--- src/rtl/alu_pkg.sv ---
// Shared ALU definitions: opcode encoding, sequencer FSM states and the
// highest legal opcode used for illegal-code detection.
package alu_pkg;

    typedef enum logic [3:0] {
        OP_AND = 4'd0,
        OP_OR  = 4'd1,
        OP_ADD = 4'd2,
        OP_INC = 4'd3,
        OP_DEC = 4'd4,
        OP_NOT = 4'd5,
        OP_SUB = 4'd6,
        OP_XOR = 4'd7,
        OP_SHL = 4'd8,
        OP_SHR = 4'd9
    } alu_op_e;

    typedef enum logic [1:0] {
        ST_IDLE = 2'd0,
        ST_EXEC = 2'd1,
        ST_RESP = 2'd2
    } seq_state_e;

    localparam logic [3:0] ALU_OP_LAST = 4'd9;

endpackage

--- src/rtl/alu_op_sequencer.sv ---
// Registered command front-end for the lab ALU: issue one op, capture its result.
// Optional `ALU_CHAIN_EN: cmd_chain substitutes the last legal result for operand A.
module alu_op_sequencer
    import alu_pkg::*;
#(
    parameter int n = 4
) (
    input  logic         clk,
    input  logic         rst,
    input  logic         cmd_valid,
    output logic         cmd_ready,
    input  logic [3:0]   cmd_op,
    input  logic [n-1:0] cmd_a,
    input  logic [n-1:0] cmd_b,
    input  logic         cmd_flag_in,
    input  logic         cmd_chain,
    output logic [n-1:0] alu_a,
    output logic [n-1:0] alu_b,
    output logic         alu_flag_in,
    output logic [3:0]   alu_control,
    input  logic [n-1:0] alu_result,
    input  logic [1:0]   alu_flags,
    output logic         rsp_valid,
    input  logic         rsp_ready,
    output logic [n-1:0] rsp_result,
    output logic [1:0]   rsp_flags,
    output logic         rsp_err,
    output logic [7:0]   op_count
);

    seq_state_e   state_q;
    logic [n-1:0] alu_a_q;
    logic [n-1:0] alu_b_q;
    logic         alu_fin_q;
    alu_op_e      alu_ctl_q;
    logic [n-1:0] rsp_result_q;
    logic [1:0]   rsp_flags_q;
    logic         rsp_err_q;
    logic [7:0]   op_count_q;
    logic [n-1:0] alu_a_d;
    logic         illegal_op;

    assign illegal_op = (cmd_op > ALU_OP_LAST);

`ifdef ALU_CHAIN_EN
    logic [n-1:0] last_q;
    assign alu_a_d = cmd_chain ? last_q : cmd_a;
`else
    logic unused_chain;
    assign unused_chain = cmd_chain;
    assign alu_a_d      = cmd_a;
`endif

    always_ff @(posedge clk) begin
        if (rst) begin
            state_q      <= ST_IDLE;
            alu_a_q      <= '0;
            alu_b_q      <= '0;
            alu_fin_q    <= 1'b0;
            alu_ctl_q    <= OP_AND;
            rsp_result_q <= '0;
            rsp_flags_q  <= '0;
            rsp_err_q    <= 1'b0;
            op_count_q   <= '0;
`ifdef ALU_CHAIN_EN
            last_q       <= '0;
`endif
        end else begin
            case (state_q)
                ST_IDLE: begin
                    if (cmd_valid) begin
                        // Illegal codes bypass the ALU so its inputs keep the last legal op.
                        if (illegal_op) begin
                            rsp_result_q <= '0;
                            rsp_flags_q  <= '0;
                            rsp_err_q    <= 1'b1;
                            state_q      <= ST_RESP;
                        end else begin
                            alu_a_q   <= alu_a_d;
                            alu_b_q   <= cmd_b;
                            alu_fin_q <= cmd_flag_in;
                            alu_ctl_q <= alu_op_e'(cmd_op);
                            state_q   <= ST_EXEC;
                        end
                    end
                end
                ST_EXEC: begin
                    rsp_result_q <= alu_result;
                    rsp_flags_q  <= alu_flags;
                    rsp_err_q    <= 1'b0;
                    state_q      <= ST_RESP;
                end
                ST_RESP: begin
                    if (rsp_ready) begin
                        op_count_q <= op_count_q + 8'd1;
`ifdef ALU_CHAIN_EN
                        if (!rsp_err_q) begin
                            last_q <= rsp_result_q;
                        end
`endif
                        state_q <= ST_IDLE;
                    end
                end
                default: state_q <= ST_IDLE;
            endcase
        end
    end

    assign cmd_ready   = (state_q == ST_IDLE);
    assign rsp_valid   = (state_q == ST_RESP);
    assign alu_a       = alu_a_q;
    assign alu_b       = alu_b_q;
    assign alu_flag_in = alu_fin_q;
    assign alu_control = alu_ctl_q;
    assign rsp_result  = rsp_result_q;
    assign rsp_flags   = rsp_flags_q;
    assign rsp_err     = rsp_err_q;
    assign op_count    = op_count_q;

endmodule

--- config.mk ---
export PLATFORM = sky130hd
export DESIGN_NAME = alu_op_sequencer
export DESIGN_NICKNAME = d
export VERILOG_FILES = /design/src/rtl/alu_pkg.sv /design/src/rtl/alu_op_sequencer.sv
export SDC_FILE = /design/constraint.sdc
export NUM_CORES = 1
export LEC_CHECK = 0
export ABC_CLOCK_PERIOD_IN_PS = 1400
export BUFFER_PORTS_ARGS = -buffer_cell sky130_fd_sc_hd__buf_2
export CAP_MARGIN = 25
export CORE_UTILIZATION = 42
export DETAILED_ROUTE_END_ITERATION = 10
export PLACE_DENSITY_LB_ADDON = 0.05
export SLEW_MARGIN = 40
export SYNTH_ARGS = -nofsm -noshare
export SYNTH_HDL_FRONTEND = slang
export SYNTH_SLANG_ARGS = --single-unit
--- constraint.sdc ---
create_clock -name clk -period 1.4 [get_ports clk]
set_clock_uncertainty 0.15 [all_clocks]
set_input_delay 0.28 -clock clk [delete_from_list [all_inputs] [get_ports clk]]
set_output_delay 0.28 -clock clk [all_outputs]
set_load 0.005 [all_outputs]
**Word level (Yosys, flattened, before mapping)**

Cells that the tools add are included.
W data, S select, Z words.

- Word-level logic and storage cells: 36
- Flip-flop bits (word level): 30

- Muxes and demuxes: 13
- Reductions and logical operators: 6
- Bitwise operators: 1
- Equality and inequality tests: 5
- $lt $le $gt $ge: 1
- Add/subtract/negate cells: 1

Operators with widths:

| operator | count |
|---|---|
| $mux W2 | 5 |
| $add A8 B1 Y8 const B | 1 |
| $mux W4 | 2 |
| $pmux W4 S2 | 1 |
| $pmux W2 S3 | 1 |
| $reduce_and A3 Y1 | 2 |
| $gt A4 B4 Y1 const B | 1 |
| $ne A2 B1 Y1 const B | 2 |
| $pmux W2 S2 | 1 |
| $reduce_and A2 Y1 | 2 |
| $eq A2 B1 Y1 const B | 1 |
| $eq A2 B2 Y1 const B | 1 |
| $logic_not A2 Y1 | 1 |
| $mux W1 | 2 |
| $ne A2 B2 Y1 const B | 1 |
| $pmux W1 S2 | 1 |
| $reduce_bool A2 Y1 | 1 |
| $not A1 Y1 | 1 |

**Logic depth before layout (Yosys ltp)**

Gate-level depths: netlist (run 1).

- Word-level depth: 4
- Depth in mapped cells: 5
- Depth with buffers taken out: 4

**Worst setup path before layout (run 1)**

Ideal clock, no wire load.

- Path kind: reg2reg
- Start: register state_q[1]
- End: register alu_a_q[2] (netlist: alu_a[2])
- Slack: -0.068 ns
- Period minus slack after synthesis: 1.468 ns
- Path buffers: 2
- Library setup time: 0.132 ns
- Data required time: 1.118 ns
- Cell stages (with the launch flop): 6
- Data arrival time: 1.185 ns
- Path through: dfxtp_1 -> buf_4 -> or3b_4 -> buf_2 -> o21ai_1 -> a21oi_1

- Word-level cells in the longest chain between the ends: 2

Ends and longest elaborated chain:

| what | RTL line | source |
|---|---|---|
| from (decl) | alu_op_sequencer.sv:31 | `seq_state_e state_q;` |
| from (signal assigned) | alu_op_sequencer.sv:56 | `state_q <= ST_IDLE;` |
| from (signal assigned) | alu_op_sequencer.sv:77 | `state_q <= ST_RESP;` |
| from (signal assigned) | alu_op_sequencer.sv:83 | `state_q <= ST_EXEC;` |
| $logic_not A2 Y1 | alu_op_sequencer.sv:69 | `case (state_q)` |
| $reduce_and A3 Y1 (no line) | -- |  |
| to (signal assigned) | alu_op_sequencer.sv:79 | `alu_a_q <= alu_a_d;` |
| to (decl) | alu_op_sequencer.sv:32 | `logic [n-1:0] alu_a_q;` |

No other way between the ends.
A chain may end at the register's enable or synchronous reset.

**Final worst setup path (run 1)**

- Start: register state_q[0]
- End: register alu_ctl_q[3] (netlist: alu_control[3])

- Word-level cells in the longest chain between the ends: 2

Ends and longest elaborated chain:

| what | RTL line | source |
|---|---|---|
| $logic_not A2 Y1 | alu_op_sequencer.sv:69 |  |
| $reduce_and A3 Y1 (no line) | -- |  |
| to (signal assigned) | alu_op_sequencer.sv:82 | `alu_ctl_q <= alu_op_e'(cmd_op);` |
| to (decl) | alu_op_sequencer.sv:35 | `alu_op_e alu_ctl_q;` |

No other way between the ends.

==> results of run 1 <==
==> cell type report <==
| class | count | area, µm² |
|---|---|---|
| Tap cell | 31 | 38.79 |
| Sequential cell | 30 | 623.1 |
| Timing Repair Buffer | 82 | 563.0 |
| Inverter | 3 | 11.26 |
| Clock buffer | 7 | 55.05 |
| Multi-Input combinational cell | 101 | 805.8 |
| Clock inverter | 1 | 5.005 |
| Fill cell | 222 | 703.2 |
==> registers in the layout (all words and copies together) (netlist names) <==
name and flops:
op_count 8, alu_a 4, alu_b 4, alu_control 4
rsp_result 4, rsp_flags 2, state_q 2, alu_flag_in 1
rsp_err 1
==> routing by layer <==
layer | GRT usage | wire [µm] | vias to the layer above
met1 | 0.2525 | 1534 | 672
met3 | 0.06912 | 293 | 6
met5 | 0 | 0 | -
met4 | 0.07666 | 42 | 0
li1 | - | - | 690
met2 | 0.3916 | 1891 | 61
==> stage by stage <==
step | worst slack [ns] | util | setup TNS (ns)
final | -0.1257 | 0.7493 | -1.447
after global routing | -0.1702 | 0.7493 | -2.842
after CTS | -0.06884 | 0.6615 | -0.3863
after detailed placement | -0.05316 | 0.5865 | -0.3495
after global placement | -0.02623 | 0.5865 | -0.04834
after floorplan | -0.005652 | - | -0.005652
==> power breakdown <==
part	leakage, nW	internal [mW]	switching (mW)
sequential	0.249	0.885	0.0246
combinational	0.636	0.199	0.211
clock	0.0353	0.243	0.303
==> logic make-up after synthesis <==
kind of cell,after synthesis,share of synthesized area
mux,2,0.01681
buf+inv,14,0.04847
simple gates,38,0.1751
flops,30,0.4748
compound gates,58,0.2611
fa+ha+maj,1,0.009890
xor+xnor,2,0.01385
==> critical path, stage by stage, from the launching register on <==
cell	delay [ns]
dfxtp_4	0.37
buf_8	0.13
buf_6	0.12
nor3b_4	0.27
buf_6	0.19
nand3_1	0.11
a21oi_2	0.13
==> worst max-delay path by stage <==
| stage | endpoint | slack, ns |
|---|---|---|
| floorplan | op_count[7] | -0.006 |
| global placement | op_count[7] | -0.03 |
| detailed placement | op_count[5] | -0.05 |
| CTS | rsp_valid | -0.07 |
| global route | alu_control[0] | -0.17 |
| finish | alu_control[3] | -0.13 |
==> layout by cell type (no fill, tap or decap), drive strengths merged, types with 3 or more instances in the layout <==
| cell type | synthesis | final |
|---|---|---|
| nand2 | 3 | 3 |
| inv | 3 | 3 |
| o21ai | 16 | 16 |
| buf | 5 | 82 |
| dfxtp | 30 | 30 |
| a21oi | 29 | 29 |
| nand3 | 14 | 14 |
| nor2 | 8 | 8 |
| a211oi | 6 | 6 |
| clkbuf | 6 | 7 |
==> timing repair <==
item                       CTS  global route
hold buffers                 0             0
pin swaps                    9            23
cloned                       0             1
gates resized for setup     23            47
setup buffers               10             4
setup endpoints to repair   17            31
==> metrics, run 1 <==
status=finished, violations left; failing checks=DRC, setup timing; Post-DRT Antenna Nets=0; total power=1.865 mW; Avg Vias per Cell=5.604; slew of the pin with the lowest slew margin=0.2993 ns; post-synthesis cell count=145; layout cell share with drive strength beyond 1=0.6161; CP required=1.52 ns; FF-to-FF setup slack=-0.13 ns; Final Non-Filler Cells=255; WL/cell=14.75 µm; DRT iter0 DRCs=44; first-pass GRT wire length=5.568 mm; Net Count, Synth=170; Clk pin slew, worst setup/hold paths=0.09 ns; DP HPWL=2.303 mm; Min-Delay Path Class=in2reg; initial core utilization=0.4509; TritonCTS clock tree=done; First-pass DRT Iterations=7; Peak VDD IR=0.5351 mV; Die Y=56.88 µm; area leader, netlist=dfxtp_1; clk buf depth=2; Placement Cell Area=1645 µm²; CP startpoint=state_q[0]; Startpoint Class=flip-flop; H-Tree Depth=2; number of diodes=0; number of global-route vias before repair=1324; routed vias=1429; Fin. Hold Viols=0; ys flop type=dfxtp_1; placed instance count=232; flops & latches, synth=30; Seq/Total Area, Yosys=0.4748; Post-Syn Area per Cell=8.724 µm²; cell area after layout=2102 µm²; Post-Route WL=3.762 mm; EDFF count, synth=0; antenna violations before repair=0; final worst path period share=1.090; RSZ-0062 raised after global routing=true; Arr. time, crit path=1.65 ns; CTS Root Cell=clkbuf_4; hold_ws=0.04509 ns; Worst Slack Setup Final=-0.1257 ns; Final setup viols=20; Core ar.=2805 µm²; Clock Latency Late Sink=0.34 ns; slew margin rel.=0.8005; P&R area growth vs syn=66.17%; WS Path Type=reg2reg; hold_sp=cmd_b[1]; input/output buffers=52; worst flop-to-flop path endpoint=alu_control[3]; share of the synthesized area in the top cell type=0.4748; I/O pins=54; async set-reset flop share out of synthesis=0; PD cells=887.4 nW/µm²; MaxCap Viol Count=0; TritonCTS buffer count=5; GRT Overall Usage=0.2228; GP Congestion=0.7560; synth warn=0; Leak Pwr=0.9210 nW; main area contributors after synthesis=dfxtp_1, a21oi_1, nand3_1; top cells by count, synth=dfxtp_1, a21oi_1, nand3_1; NumNets Final=248; Critical Path Fanout Max=7; Die ar.=3235 µm²; CP Capture Type=flip-flop; Mapped Area=1265 µm²; reg-to-reg startpoint=state_q[0]; FF-to-FF path depth=6; largest net degree at the start of global routing=18; Die X=56.88 µm; Rows=19; GR Overflow Total=0; most common cell in the netlist=dfxtp_1; Sink Count=30; DRC=4; FMAX=655.4 MHz; max-slew violations=0; post-route minimum period=1.526 ns; Worst Hold Depth=3; synth unique cells=33; Hold Path End=alu_b[1]
No activity file was read; power rests on OpenSTA's default activity.
==> run 2: changes to the inputs <==
- PLACE_DENSITY: unset -> 0.76
- PLACE_DENSITY_LB_ADDON: 0.05 -> unset
==> metrics, run 2 (synthesis results as in run 1) <==
status=finished, violations left; failing checks=DRC, setup timing; slew of the pin with the lowest slew margin=0.2653 ns; Core ar.=2805 µm²; post-route minimum period=1.553 ns; number of diodes=0; pre-CTS setup slack=-0.2011 ns; CP required=0.97 ns; GP Congestion=0.7248; NumNets Final=246; GR Overflow Total=0; Post-DRT Antenna Nets=0; TritonCTS buffer count=5; most frequent cells in the layout=buf_2, dfxtp_1, buf_4; Top Family by Delay on Critical Path=flip-flops; WS Path Type=reg2out; clock share of power=0.296; Startpoint Class=flip-flop; Crit path largest cell delay=0.36 ns; antenna violations before repair=0; P_int=1.314 mW; Die X=56.88 µm; WL/cell=15.51 µm; I/O pins=54; combinational power share=0.212; Clock Latency Late Sink=0.34 ns; CTS Root Cell=clkbuf_4; Rows=19; First-pass DRT Iterations=8; final worst path period share=1.109; GRT Overall Usage=0.2379; Fillers=231; DRT iter0 DRCs=58; Final Non-Filler Cells=253; DRC=6; Post-Route WL=3.923 mm; hold_ws=0.01909 ns; largest net degree at the start of global routing=17; Sink Count=30; Placement Cell Area=1603 µm²; Min-Delay Path Class=in2reg; cell area after layout=1997 µm²; max FFs per register=8; P&R area growth vs syn=57.86%; final core occ=0.7119; Slowest-stage cell, CP=dfxtp_4; RSZ-0062 raised after global routing=true; crit-path most repeated cell=buf_6; total power=1.853 mW; FMAX=644.1 MHz; Avg Vias per Cell=5.648; sequential share of power=0.492; first-pass GRT wire length=5.899 mm; Clk pin slew, worst setup/hold paths=0.10 ns; Die Y=56.88 µm; slew margin rel.=0.8216; input/output buffers=52; Fin. Hold Viols=0; routed vias=1429; cells along the critical path=buf_6, buf_6, nor2_4, buf_2; Arr. time, crit path=1.12 ns; most common cell after layout, fill and taps aside=buf_2; CP Capture Type=primary output; clk buf depth=2; MaxCap Viol Count=0; Die ar.=3235 µm²; Reg area=618.1 µm²; placed instance count=228; max-slew violations=0; multi-input logic area=780.7 µm²; DP HPWL=2.293 mm; initial core utilization=0.4509; Final setup viols=20; H-Tree Depth=2; Sw Pwr=539.2 µW; Critical Path Fanout Max=6; PD cells=927.8 nW/µm²; number of global-route vias before repair=1314; layout cell share with drive strength beyond 1=0.5811; critical path buffer and inverter count=3; Fin Setup TNS=-1.612 ns; TritonCTS clock tree=done; Switching Fraction=0.2910; Leak Pwr=0.8769 nW; Worst Slack Setup Final=-0.1526 ns; Peak VDD IR=0.6840 mV
-- run 2: layout make-up --
class | instances | area share
well taps | 31 | 0.01942
clock inverters | 1 | 0.002506
flip-flops and latches | 30 | 0.3095
clock buffers | 7 | 0.02757
inverters | 3 | 0.005639
multi-input cells | 102 | 0.3910
repair buffers | 79 | 0.2444
-- run 2: power groups by stage --
stage / sequential, mW / clock, mW / combinational, mW
2_1_floorplan: 0.931 / 0 / 0.157
3_3_place_gp: 0.930 / 0 / 0.264
3_5_place_dp: 0.931 / 0 / 0.276
4_1_cts: 0.911 / 0.552 / 0.321
5_1_grt: 0.915 / 0.602 / 0.427
6_report: 0.911 / 0.549 / 0.393
-- run 2: worst paths after layout --
check / startpoint / to / slack [ns] / depth (start not counted)
max: state_q[1] / cmd_ready / -0.15 / 4
min: cmd_a[1] / alu_a[1] / 0.02 / 3
max reg2reg: state_q[0] / alu_control[2] / -0.12 / 6
min reg2reg: alu_flag_in / alu_flag_in / 0.35 / 2
-- run 2: metal layers --
layer	global-route usage	wire, µm	vias up
met4	0.07666	72	0
li1	-	-	682
met2	0.4050	2028	56
met1	0.2773	1579	681
met3	0.08295	243	10
met5	0	0	-
-- run 2: tightest hold or removal path, cell delays in order --
cell and delay (ns):
buf_2 0.10, nand3_2 0.05, a21oi_2 0.04
-- run 2: repair_timing --
action,4_1_cts,5_1_grt
endpoints found under the hold margin,0,1
buffers inserted,12,2
pin swaps,7,16
gates resized for setup,24,33
gates cloned,1,1
hold buffers,0,1
setup endpoints to repair,13,27
==> run 3: changes to the inputs <==
- CELL_PAD_IN_SITES_DETAIL_PLACEMENT: unset -> 2
- CELL_PAD_IN_SITES_GLOBAL_PLACEMENT: unset -> 2
- CORE_UTILIZATION: 42 -> 23
- PLACE_DENSITY: 0.76 -> 0.74
- SETUP_SLACK_MARGIN: unset -> 0.1
==> metrics, run 3 (synthesis results as in run 1) <==
Clock Latency Late Sink=0.29 ns; TritonCTS clock tree=done; layout cell share with drive strength beyond 1=0.6360; post-route minimum period=1.517 ns; Post-DRT Antenna Nets=0; MaxCap Viol Count=0; DRT iter0 DRCs=39; NumNets Final=252; Rows=26; Worst Slack Setup Final=-0.1174 ns; Startpoint Class=flip-flop; Avg Vias per Cell=4.862; Die X=76.16 µm; Peak VDD IR=0.7169 mV; GP Congestion=0.6855; Min-Delay Path Class=in2reg; Slowest-stage cell, CP=or3b_4; clock share of power=0.350; number of diodes=0; RSZ-0062 raised after global routing=true; status=finished, violations left; Clk pin slew, worst setup/hold paths=0.06 ns; WL/cell=17.48 µm; GR Overflow Total=0; CP required=1.42 ns; combinational power share=0.213; Switching Fraction=0.2898; initial core utilization=0.2430; P_int=1.496 mW; Crit path largest cell delay=0.46 ns; antenna violations before repair=0; Leak Pwr=0.9193 nW; Arr. time, crit path=1.54 ns; PD cells=952.1 nW/µm²; Final setup viols=12; final core occ=0.4250; critical path buffer and inverter count=1; I/O pins=54; sequential share of power=0.437; Sink Count=30; WS Path Type=reg2reg; Sw Pwr=610.4 µW; placed instance count=275; input/output buffers=52; DP HPWL=3.100 mm; Fin. Hold Viols=0; GRT Overall Usage=0.1727; DRC=0; pre-CTS setup slack=-0.06034 ns; H-Tree Depth=2; clk buf depth=2; hold buffers post-CTS=0; Final Non-Filler Cells=298; most common cell after layout, fill and taps aside=buf_2; largest net degree at the start of global routing=17; CP Capture Type=flip-flop; Placement Cell Area=1717 µm²; Core ar.=5205 µm²; final worst path period share=1.084; max FFs per register=8; CTS Root Cell=clkbuf_8; Critical Path Fanout Max=7; routed vias=1449; most frequent cells in the layout=buf_2, dfxtp_1, buf_4; Die ar.=5800 µm²; Die Y=76.16 µm; max-slew violations=0; slew of the pin with the lowest slew margin=0.4014 ns; failing checks=setup timing; cells along the critical path=buf_4, or3b_4, o21ai_1, a21oi_1; first-pass GRT wire length=7.845 mm; Post-Route WL=5.208 mm; Top Family by Delay on Critical Path=simple AND/OR/NAND/NOR gates; slew margin rel.=0.7324; TritonCTS buffer count=5; P&R area growth vs syn=74.88%; FMAX=659.0 MHz; number of global-route vias before repair=1508; First-pass DRT Iterations=4; hold_ws=0.09747 ns; cell area after layout=2212 µm²
-- run 3: final cells by class --
class / instances / area, µm²
multi-input combinational: 102 / 834.6
clock buffer: 7 / 86.33
timing repair buffer: 85 / 565.5
clock inverter: 1 / 5.005
sequential: 30 / 619.3
tap: 70 / 87.58
fill: 598 / 2993
inverter: 3 / 13.76
-- run 3: per-stage QoR --
| step | power (mW) | TNS (ns) |
|---|---|---|
| CTS | 2.047 | -0.2288 |
| finish | 2.106 | -0.7056 |
| floorplan | 1.089 | -0.02262 |
| global route | 2.209 | -1.739 |
| detailed placement | 1.234 | -0.1247 |
| global placement | 1.226 | -0.03628 |
-- run 3: power groups by stage --
stage | sequential [mW] | combinational [mW] | clock, mW
after floorplan | 0.932 | 0.157 | 0
after global placement | 0.933 | 0.294 | 0
after detailed placement | 0.934 | 0.301 | 0
after CTS | 0.919 | 0.376 | 0.753
after global routing | 0.925 | 0.485 | 0.800
final | 0.921 | 0.448 | 0.738
-- run 3: final timing paths --
path	start	endpoint	slack, ns	cells after the start
max	state_q[1]	alu_a[2]	-0.12	4
max reg2reg	state_q[1]	alu_a[2]	-0.12	4
min	cmd_b[0]	alu_b[0]	0.1	3
min reg2reg	alu_a[0]	alu_a[0]	0.31	2
-- run 3: worst register-to-register path, cell delays in order (launching register included) --
cell and delay, ns:
dfxtp_4 0.37, buf_4 0.14, or3b_4 0.46, o21ai_1 0.19
a21oi_1 0.09
-- run 3: repair_timing --
action / in CTS / in global routing
gates cloned: 2 / 0
endpoints found under the setup margin: 29 / 33
setup buffers: 9 / 5
endpoints found under the hold margin: 0 / 0
pin swaps: 14 / 22
gates resized for setup: 31 / 43
-- run 3: routing by layer --
metal  up-vias  wire [µm]  track usage
met5         -          0            0
met4         0         41      0.05192
met3         5        156      0.04431
met2        28       2799       0.3036
met1       718       2212       0.2058
li1        698          -            -
